==> src/rtl/instr_fetch_if.sv <==
// Fetch-stage bundle: PC handshake in, instruction memory port, decoded instruction out.
// The fetch unit takes the master view; the surrounding pipeline/memory take the slave view.
interface instr_fetch_if;
   logic [31:0] pc;
   logic        pc_valid;
   logic        pc_ready;
   logic        flush;
   logic        mem_req;
   logic [31:0] mem_addr;
   logic [31:0] mem_rdata;
   logic        mem_ack;
   logic [31:0] instr;
   logic [31:0] instr_pc;
   logic        instr_valid;
   logic        fetch_fault;
   logic        dec_ready;

   modport master (
      input  pc, pc_valid, flush, mem_rdata, mem_ack, dec_ready,
      output pc_ready, mem_req, mem_addr, instr, instr_pc, instr_valid, fetch_fault
   );

   modport slave (
      output pc, pc_valid, flush, mem_rdata, mem_ack, dec_ready,
      input  pc_ready, mem_req, mem_addr, instr, instr_pc, instr_valid, fetch_fault
   );
endinterface

==> src/rtl/instr_fetch.sv <==
// Single-outstanding instruction fetch unit with a 2-entry instruction buffer.
// Misaligned PCs bypass memory and enqueue a faulting NOP entry.
module instr_fetch (
   input logic           clk,
   input logic           rst,
   instr_fetch_if.master bus
);

   localparam logic [31:0] NopInstr = 32'h00000013;

   typedef enum logic [1:0] {StIdle, StBusy, StDrain} state_e;

   state_e      state_q, state_d;
   logic        mem_req_q, mem_req_d;
   logic [31:0] mem_addr_q, mem_addr_d;
   logic [1:0]  count_q, count_d;
   logic        wr_ptr_q, wr_ptr_d;
   logic        rd_ptr_q, rd_ptr_d;

   logic [31:0] buf_instr_q [2];
   logic [31:0] buf_pc_q    [2];
   logic        buf_fault_q [2];

   logic        pc_ready;
   logic        accept;
   logic        aligned;
   logic        push;
   logic        pop;
   logic [31:0] push_instr;
   logic [31:0] push_pc;
   logic        push_fault;

   always_ff @(posedge clk) begin
      if (rst) begin
         state_q    <= StIdle;
         mem_req_q  <= 1'b0;
         mem_addr_q <= '0;
         count_q    <= '0;
         wr_ptr_q   <= 1'b0;
         rd_ptr_q   <= 1'b0;
      end else begin
         state_q    <= state_d;
         mem_req_q  <= mem_req_d;
         mem_addr_q <= mem_addr_d;
         count_q    <= count_d;
         wr_ptr_q   <= wr_ptr_d;
         rd_ptr_q   <= rd_ptr_d;
      end
   end

   always_comb begin
      state_d    = state_q;
      mem_req_d  = mem_req_q;
      mem_addr_d = mem_addr_q;
      case (state_q)
         StIdle: begin
            if (accept && aligned) begin
               state_d    = StBusy;
               mem_req_d  = 1'b1;
               mem_addr_d = {bus.pc[31:2], 2'b00};
            end
         end
         StBusy: begin
            if (bus.mem_ack) begin
               state_d   = StIdle;
               mem_req_d = 1'b0;
            end else if (bus.flush) begin
               state_d = StDrain;
            end
         end
         StDrain: begin
            // The flushed request must still complete before a new one may issue.
            if (bus.mem_ack) begin
               state_d   = StIdle;
               mem_req_d = 1'b0;
            end
         end
         default: begin
            state_d   = StIdle;
            mem_req_d = 1'b0;
         end
      endcase

      if (bus.flush) begin
         count_d  = '0;
         wr_ptr_d = rd_ptr_q;
         rd_ptr_d = rd_ptr_q;
      end else begin
         count_d  = count_q + {1'b0, push} - {1'b0, pop};
         wr_ptr_d = wr_ptr_q ^ push;
         rd_ptr_d = rd_ptr_q ^ pop;
      end
   end

   always_comb begin
      pc_ready   = (state_q == StIdle) && (count_q != 2'd2) && !bus.flush;
      accept     = bus.pc_valid && pc_ready;
      aligned    = (bus.pc[1:0] == 2'b00);
      push       = 1'b0;
      push_instr = NopInstr;
      push_pc    = bus.pc;
      push_fault = 1'b1;
      if ((state_q == StBusy) && bus.mem_ack && !bus.flush) begin
         push       = 1'b1;
         push_instr = bus.mem_rdata;
         push_pc    = mem_addr_q;
         push_fault = 1'b0;
      end else if (accept && !aligned) begin
         push = 1'b1;
      end
      pop = (count_q != 2'd0) && bus.dec_ready && !bus.flush;
   end

   always_ff @(posedge clk) begin
      if (push) begin
         buf_instr_q[wr_ptr_q] <= push_instr;
         buf_pc_q[wr_ptr_q]    <= push_pc;
         buf_fault_q[wr_ptr_q] <= push_fault;
      end
   end

   assign bus.pc_ready    = pc_ready;
   assign bus.mem_req     = mem_req_q;
   assign bus.mem_addr    = mem_addr_q;
   assign bus.instr       = buf_instr_q[rd_ptr_q];
   assign bus.instr_pc    = buf_pc_q[rd_ptr_q];
   assign bus.fetch_fault = buf_fault_q[rd_ptr_q];
   assign bus.instr_valid = (count_q != 2'd0);

endmodule

==> src/flat_wrapper.sv <==
// flat-port wrapper written by rule: the top's interface ports become plain ports
module instr_fetch_flat 
  (clk, rst, bus_pc, bus_pc_valid, bus_flush, bus_mem_rdata, bus_mem_ack, bus_dec_ready, bus_pc_ready, bus_mem_req, bus_mem_addr, bus_instr, bus_instr_pc, bus_instr_valid, bus_fetch_fault);
  instr_fetch_if bus_i ();
  input logic clk;
  input logic rst;
  input wire logic [$bits(bus_i.pc)-1:0] bus_pc;
  input wire logic [$bits(bus_i.pc_valid)-1:0] bus_pc_valid;
  input wire logic [$bits(bus_i.flush)-1:0] bus_flush;
  input wire logic [$bits(bus_i.mem_rdata)-1:0] bus_mem_rdata;
  input wire logic [$bits(bus_i.mem_ack)-1:0] bus_mem_ack;
  input wire logic [$bits(bus_i.dec_ready)-1:0] bus_dec_ready;
  output wire logic [$bits(bus_i.pc_ready)-1:0] bus_pc_ready;
  output wire logic [$bits(bus_i.mem_req)-1:0] bus_mem_req;
  output wire logic [$bits(bus_i.mem_addr)-1:0] bus_mem_addr;
  output wire logic [$bits(bus_i.instr)-1:0] bus_instr;
  output wire logic [$bits(bus_i.instr_pc)-1:0] bus_instr_pc;
  output wire logic [$bits(bus_i.instr_valid)-1:0] bus_instr_valid;
  output wire logic [$bits(bus_i.fetch_fault)-1:0] bus_fetch_fault;
  assign bus_i.pc = bus_pc;
  assign bus_i.pc_valid = bus_pc_valid;
  assign bus_i.flush = bus_flush;
  assign bus_i.mem_rdata = bus_mem_rdata;
  assign bus_i.mem_ack = bus_mem_ack;
  assign bus_i.dec_ready = bus_dec_ready;
  assign bus_pc_ready = bus_i.pc_ready;
  assign bus_mem_req = bus_i.mem_req;
  assign bus_mem_addr = bus_i.mem_addr;
  assign bus_instr = bus_i.instr;
  assign bus_instr_pc = bus_i.instr_pc;
  assign bus_instr_valid = bus_i.instr_valid;
  assign bus_fetch_fault = bus_i.fetch_fault;
  instr_fetch u_core (.clk(clk), .rst(rst), .bus(bus_i));
endmodule
==> config.mk <==
export PLATFORM = sky130hd
export DESIGN_NAME = instr_fetch_flat
export DESIGN_NICKNAME = d
export VERILOG_FILES = /design/src/rtl/instr_fetch_if.sv /design/src/rtl/instr_fetch.sv /design/src/flat_wrapper.sv
export SDC_FILE = /design/constraint.sdc
export NUM_CORES = 1
export LEC_CHECK = 0
export ABC_AREA = 1
export CELL_PAD_IN_SITES_DETAIL_PLACEMENT = 1
export CELL_PAD_IN_SITES_GLOBAL_PLACEMENT = 1
export CORE_MARGIN = 4
export CORE_UTILIZATION = 41
export CTS_BUF_LIST = sky130_fd_sc_hd__clkbuf_8
export CTS_CLUSTER_SIZE = 12
export DETAILED_ROUTE_END_ITERATION = 8
export GPL_TIMING_DRIVEN = 0
export PLACE_DENSITY = 0.84
export SLEW_MARGIN = 40
export SYNTH_ARGS = -nofsm -noshare
export SYNTH_HDL_FRONTEND = slang
export SYNTH_SLANG_ARGS = --single-unit
export TNS_END_PERCENT = 20
==> constraint.sdc <==
create_clock -name clk -period 4.2 [get_ports clk]
set_input_delay 0.84 -clock clk [delete_from_list [all_inputs] [get_ports clk]]
set_output_delay 0.84 -clock clk [all_outputs]
set_load 0.01 [all_outputs]
## After elaboration in Yosys (flattened, before gate mapping)

Memory sizes are Yosys's and may differ from the RTL's. A register that Yosys moved wholly into a read port is not among the register bits.
Cells that the tools add are included.

- Word-level logic and storage cells: 61
- Flip-flop bits (word level): 37
- Memories kept: 3
- Output and inout port bits: 100
- Memory bits (writable): 130

Memories:

| memory | depth | bits a word | read ports | clocked after Yosys merged registers in | write ports | line | text |
|---|---|---|---|---|---|---|---|
| u_core.buf_instr_q | 2 | 32 | 1 | 1 | 1 | instr_fetch.sv:20 | `logic [31:0] buf_instr_q [2];` |
| u_core.buf_pc_q | 2 | 32 | 1 | 1 | 1 | instr_fetch.sv:21 | `logic [31:0] buf_pc_q [2];` |
| u_core.buf_fault_q | 2 | 1 | 1 | 1 | 1 | instr_fetch.sv:22 | `logic buf_fault_q [2];` |

- Mux-type cells: 22
- Bitwise logic cells: 2
- Add/sub/neg operators: 2
- Eq/ne operators: 7
- Reduce and logical (&&, ||, !) cells: 19

Operators by type and width:

| kind | number |
|---|---|
| 32-bit two-way mux | 2 |
| 1-bit two-way mux | 14 |
| 1-bit logical AND | 9 |
| 2-bit two-way mux | 4 |
| 2-bit one-hot mux with 3 select lines | 1 |
| 2-bit zero test | 2 |
| 2-bit by 1-bit inequality test with 1-bit output (second input constant) | 2 |
| 2-bit inequality test (second input constant) | 2 |
| 2-bit AND reduction | 2 |
| 2-bit OR reduction | 2 |
| 3-bit inequality test (second input constant) | 1 |
| 3-bit AND reduction | 1 |
| 2-bit by 1-bit adder with 2-bit output | 1 |
| 2-bit by 1-bit == test with 1-bit output (second input constant) | 1 |
| 2-bit == test (second input constant) | 1 |
| 1-bit zero test | 2 |
| 1-bit one-hot mux with 2 select lines | 1 |
| 2-bit nonzero test | 1 |
| 2-bit by 1-bit subtractor with 2-bit output | 1 |
| 1-bit XOR | 2 |

## Longest topological paths before layout

- Depth in word-level cells: 9
- Gate-level depth with buffers: 10

## Worst setup path before layout

No wires, ideal clock.

- Path type: input to register
- Start point: input port bus_flush
- End point: memory u_core.buf_fault_q[0], enable pin
- Stages on the path: 4
- Buffers on the path: 0
- Required time: 3.770 ns
- Arrival: 3.041 ns
- Path slack: 0.728 ns
- Path through: nor2_1 nand2_1 o21ai_0 ha_1

- Word-level cells in the longest chain between the ends: 8
- Elaborated cells between the ends (all ways): 9
- Classes of those cells: mux: 4; reduce/logical: 5

Ends and longest elaborated chain:

| what | line | text |
|---|---|---|
| from (decl) | flat_wrapper.sv:9 | `input wire logic [$bits(bus_i.flush)-1:0] bus_flush;` |
| 1-bit zero test (*) | instr_fetch.sv:96, instr_fetch.sv:103 |  |
| 1-bit logical AND | instr_fetch.sv:96 | `pc_ready = (state_q == StIdle) && (count_q != 2'd2) && !bus.flush;` |
| 1-bit logical AND | instr_fetch.sv:97 | `accept = bus.pc_valid && pc_ready;` |
| 1-bit logical AND | instr_fetch.sv:108 | `end else if (accept && !aligned) begin` |
| 1-bit two-way mux | instr_fetch.sv:108 |  |
| 1-bit two-way mux (*) | instr_fetch.sv:103 | `if ((state_q == StBusy) && bus.mem_ack && !bus.flush) begin` |
| 1-bit two-way mux (*) | instr_fetch.sv:115 | `if (push) begin` |
| 1-bit two-way mux (implied by the code) (*) | instr_fetch.sv:118 | `buf_fault_q[wr_ptr_q] <= push_fault;` |
| to (decl) | instr_fetch.sv:22 |  |

Every way passes the cells marked *; elsewhere a longest branch is shown, timed or not.

## Final worst setup path

- Start point: input port bus_flush
- End point: memory u_core.buf_instr_q[0][21], enable pin

- Word-level cells in the longest chain between the ends: 8
- Elaborated cells between the ends (all ways): 9
- Classes of those cells: mux: 4; reduce/logical: 5

Ends and longest elaborated chain:

| what | line | text |
|---|---|---|
| 1-bit zero test (*) | instr_fetch.sv:96, instr_fetch.sv:103 |  |
| 1-bit logical AND | instr_fetch.sv:96 |  |
| 1-bit logical AND | instr_fetch.sv:97 |  |
| 1-bit logical AND | instr_fetch.sv:108 |  |
| 1-bit two-way mux | instr_fetch.sv:108 |  |
| 1-bit two-way mux (*) | instr_fetch.sv:103 |  |
| 1-bit two-way mux (*) | instr_fetch.sv:115 |  |
| 1-bit two-way mux (implied by the code) (*) | instr_fetch.sv:116 | `buf_instr_q[wr_ptr_q] <= push_instr;` |
| to (decl) | instr_fetch.sv:20 |  |

Marked as above.

==> summary.md <==
| Metric | Value |
|---|---|
| Result of the run | finished clean |
| DR vias | 4647 |
| Drc violations | 0 |
| DP Cell Count | 926 |
| Total GRT Usage | 18.4% |
| Initial antenna violation count | 0 |
| Sw Share | 26.2% |
| Async SR Flop Fraction | 0% |
| Setup CP Type | in2reg |
| Worst rel slew slack | 61.0% |
| Max-slew violation count | 0 |
| Syn Inst Count | 536 |
| Yosys reg bits | 168 |
| Area leader, netlist | edfxtp_1 |
| CTS sink cnt | 168 |
| VDD IR max | 193 µV |
| Mapped Area | 0.00694 mm² |
| Resize count post-CTS | 0 |
| Maxcap violations | 0 |
| Die area | 0.0191 mm² |
| Final net count | 803 |
| Detail Placement HPWL | 13000 µm |
| Htree depth | 4 |
| Fmax | 0.325 GHz |
| Max FO, Critical Path | 36 |
| DIE HEIGHT | 138 µm |
| Post-Route WL | 17500 µm |
| Tcrit/Tclk final | 73.2% |
| Design Power | 3.88 mW |
| Syn avg cell area | 12.9 µm² |
| Ant diodes | 0 |
| Post-CTS Setup Inserts | 0 |
| Sw Pwr | 1.02 mW |
| Internal Power | 2.87 mW |
| Final setup fails | 0 |
| Worst Tran Pin Value | 0.586 ns |
| Post-layout min period | 3.07 ns |
| DR pass1 iterations | 4 |
| Largest net degree at the start of global routing | 37 |
| Overflow after GRT | 0 |
| Largest cells by area after synthesis | edfxtp_1 56%, dfxtp_1 11%, mux2_2 11%, inv_1 4.1%, a21oi_1 2.5% |
| Post-route antenna net violation count | 0 |
| Number of warnings issued by yosys | 0 |
| PD cells | 416 mW/mm² |
| Post-Layout Cell Count | 958 |
| PortBufs | 167 |
| Worst Path Arrival | 3.21 ns |
| Layout cells sized above 1 | 17.5% |
| Core ar. | 0.0166 mm² |
| Vias/cell | 4.85 |
| RSZ-0062 raised after global routing | false |
| WP data required | 4.34 ns |
| Leakage | 3.39 nW |
| Clock share of power | 27.6% |
| Clk Latency, worst-skew pair | 0.45 ns |
| Initial Util | 41.9% |
| Vias in the first global route | 5217 |
| CTS Buf Count | 17 |
| GPL Wtd Cong | 0.760 |
| First-pass GRT wire length | 27600 µm |
| # hold bufs at CTS | 0 |
| Area Growth Syn to Fin | 34.4% |
| Seq/Total Area, Yosys | 67.2% |
| CTS tree | built |
| Clock-pin slew on the worst setup and hold paths | 0.08 ns |
| Final clock skew | 0.00707 ns |
| Critical Path Source Type | primary input |
| Reg power frac | 51.3% |
| Top Ports | 170 |
| Clk root buf | clkbuf_8 |
| Yosys top cell area share | 56.2% |
| Hold crit path type | reg2reg |
| Chip width | 138 µm |
| Final-report hold violation count | 0 |
| DR WL/cell | 18.3 µm |
| CTS Buffer Depth | 2 |
| Logic pwr share | 21.1% |
| CP endpoint kind | register |
| Cell Rows | 47 |
| Drt initial violations | 130 |
| Synth unique cells | 28 |
| Top_reg_cell synth | edfxtp_1 |
| Fill cells | 1705 |
| Post-synth EDFFs | 130 |
[final timing paths]
check | startpoint | end | slack (ns) | cells after the start
setup / recovery | bus_flush | u_core.buf_instr_q[0][21] | 1.13 | 7
hold / removal | u_core.bus.mem_addr[22] | u_core.bus.mem_addr[22] | 0.48 | 2
setup reg to reg | u_core.state_q[1] | u_core.buf_instr_q[0][21] | 1.48 | 9
hold reg to reg | u_core.bus.mem_addr[22] | u_core.bus.mem_addr[22] | 0.48 | 2
[power groups by stage]
stage / clock (mW) / combinational, mW / sequential, mW
after floorplan: 0 / 0.398 / 2.03
after global placement: 0 / 0.766 / 2.03
after detailed placement: 0 / 0.826 / 2.03
after CTS: 1.11 / 0.833 / 1.99
after global routing: 1.18 / 0.890 / 2.00
final: 1.07 / 0.818 / 1.99
[flip-flops by register name, indices dropped and copies added (netlist names), named ones only]
signal	flops
u_core.count_q	2
u_core.rd_ptr_q	1
u_core.wr_ptr_q	1
u_core.buf_fault_q	2
u_core.bus.mem_addr	30
u_core.bus.mem_req	1
u_core.buf_pc_q	64
u_core.buf_instr_q	64
u_core.state_q	2
[worst max-delay path, stage by stage]
cell and delay, ns:
clkdlybuf4s50_1 0.56, nor2_4 0.21, nand2_2 0.13, clkbuf_2 0.22, o21ai_1 0.33, ha_4 0.61, buf_12 0.29
[per-stage QoR]
stage | instance area [µm²] | setup TNS, ns | utilization (%) | worst slack (ns) | hold slack, ns
after floorplan | 6940 | 0 | - | 0.728 | 0.447
after global routing | 9330 | 0 | 56.2 | 1.01 | 0.507
after CTS | 9330 | 0 | 56.2 | 1.06 | 0.481
after detailed placement | 8960 | 0 | 54.0 | 0.567 | 0.467
after global placement | 8890 | -118.13 | 53.6 | -0.915 | 0.454
final | 9330 | 0 | 56.2 | 1.13 | 0.478
[final cells by class]
type / count / area, µm² / share of cell area [%]
Tap cell: 220 / 275 / 2.95
Sequential cell: 168 / 4660 / 50.0
Buffer: 28 / 228 / 2.44
Inverter: 76 / 285 / 3.06
Timing Repair Buffer: 169 / 1710 / 18.4
Clock inverter: 15 / 136 / 1.46
Multi-Input combinational cell: 265 / 1790 / 19.2
Clock buffer: 17 / 234 / 2.51
[cell usage after synthesis, types with 4 or more instances]
cell / instances
edfxtp_1: 130
inv_1: 76
mux2_2: 65
dfxtp_1: 38
nor2_1: 38
nand2_1: 37
a21oi_1: 34
o21ai_0: 31
o21ai_1: 30
buf_6: 12
ha_1: 8
buf_4: 7
clkbuf_1: 4
[placed cells by master, fill, tap and decap left out, types with 2 or more instances in the layout]
master | Yosys | final
nand3_1 | 3 | 3
clkinvlp_4 | 0 | 3
clkbuf_8 | 0 | 17
nand2_1 | 37 | 37
o21ai_0 | 31 | 30
ha_1 | 8 | 6
buf_4 | 7 | 7
clkdlybuf4s50_1 | 0 | 167
a21oi_1 | 34 | 34
ha_4 | 0 | 2
buf_12 | 0 | 2
inv_1 | 76 | 76
nor2_1 | 38 | 38
clkinv_1 | 0 | 6
or2_1 | 3 | 3
o21ai_2 | 3 | 3
xnor2_1 | 2 | 2
clkinv_4 | 0 | 3
edfxtp_1 | 130 | 130
dfxtp_1 | 38 | 38
clkbuf_1 | 4 | 4
mux2_2 | 65 | 65
bufinv_16 | 0 | 2
buf_6 | 12 | 12
nor2_4 | 2 | 2
buf_2 | 3 | 3
conb_1 | 1 | 2
clkbuf_2 | 2 | 2
o21ai_1 | 30 | 31
[cells by family (layout without fill, tap and decap cells)]
logic type / Yosys count / after routing / synth area share, %
other: 1 / 2 / 0.0540
buffers and inverters: 104 / 305 / 7.39
XOR/XNOR: 2 / 2 / 0.252
AO/OA/AOI/OAI: 99 / 99 / 7.46
AND/OR/NAND/NOR: 89 / 89 / 5.64
multiplexers: 65 / 65 / 10.5
flip-flops: 168 / 168 / 67.2
adder cells (fa/ha/maj): 8 / 8 / 1.44
[per-layer routing]
metal  up-vias  track usage (%)  wire length (µm)
met2       128             33.9              9220
li1       2217                -                 -
met5         -                0                 0
met4         0             5.67               230
met3        19             4.42               776
met1      2283             21.2              7260
Note: power is estimated with default switching activity, not from simulation.
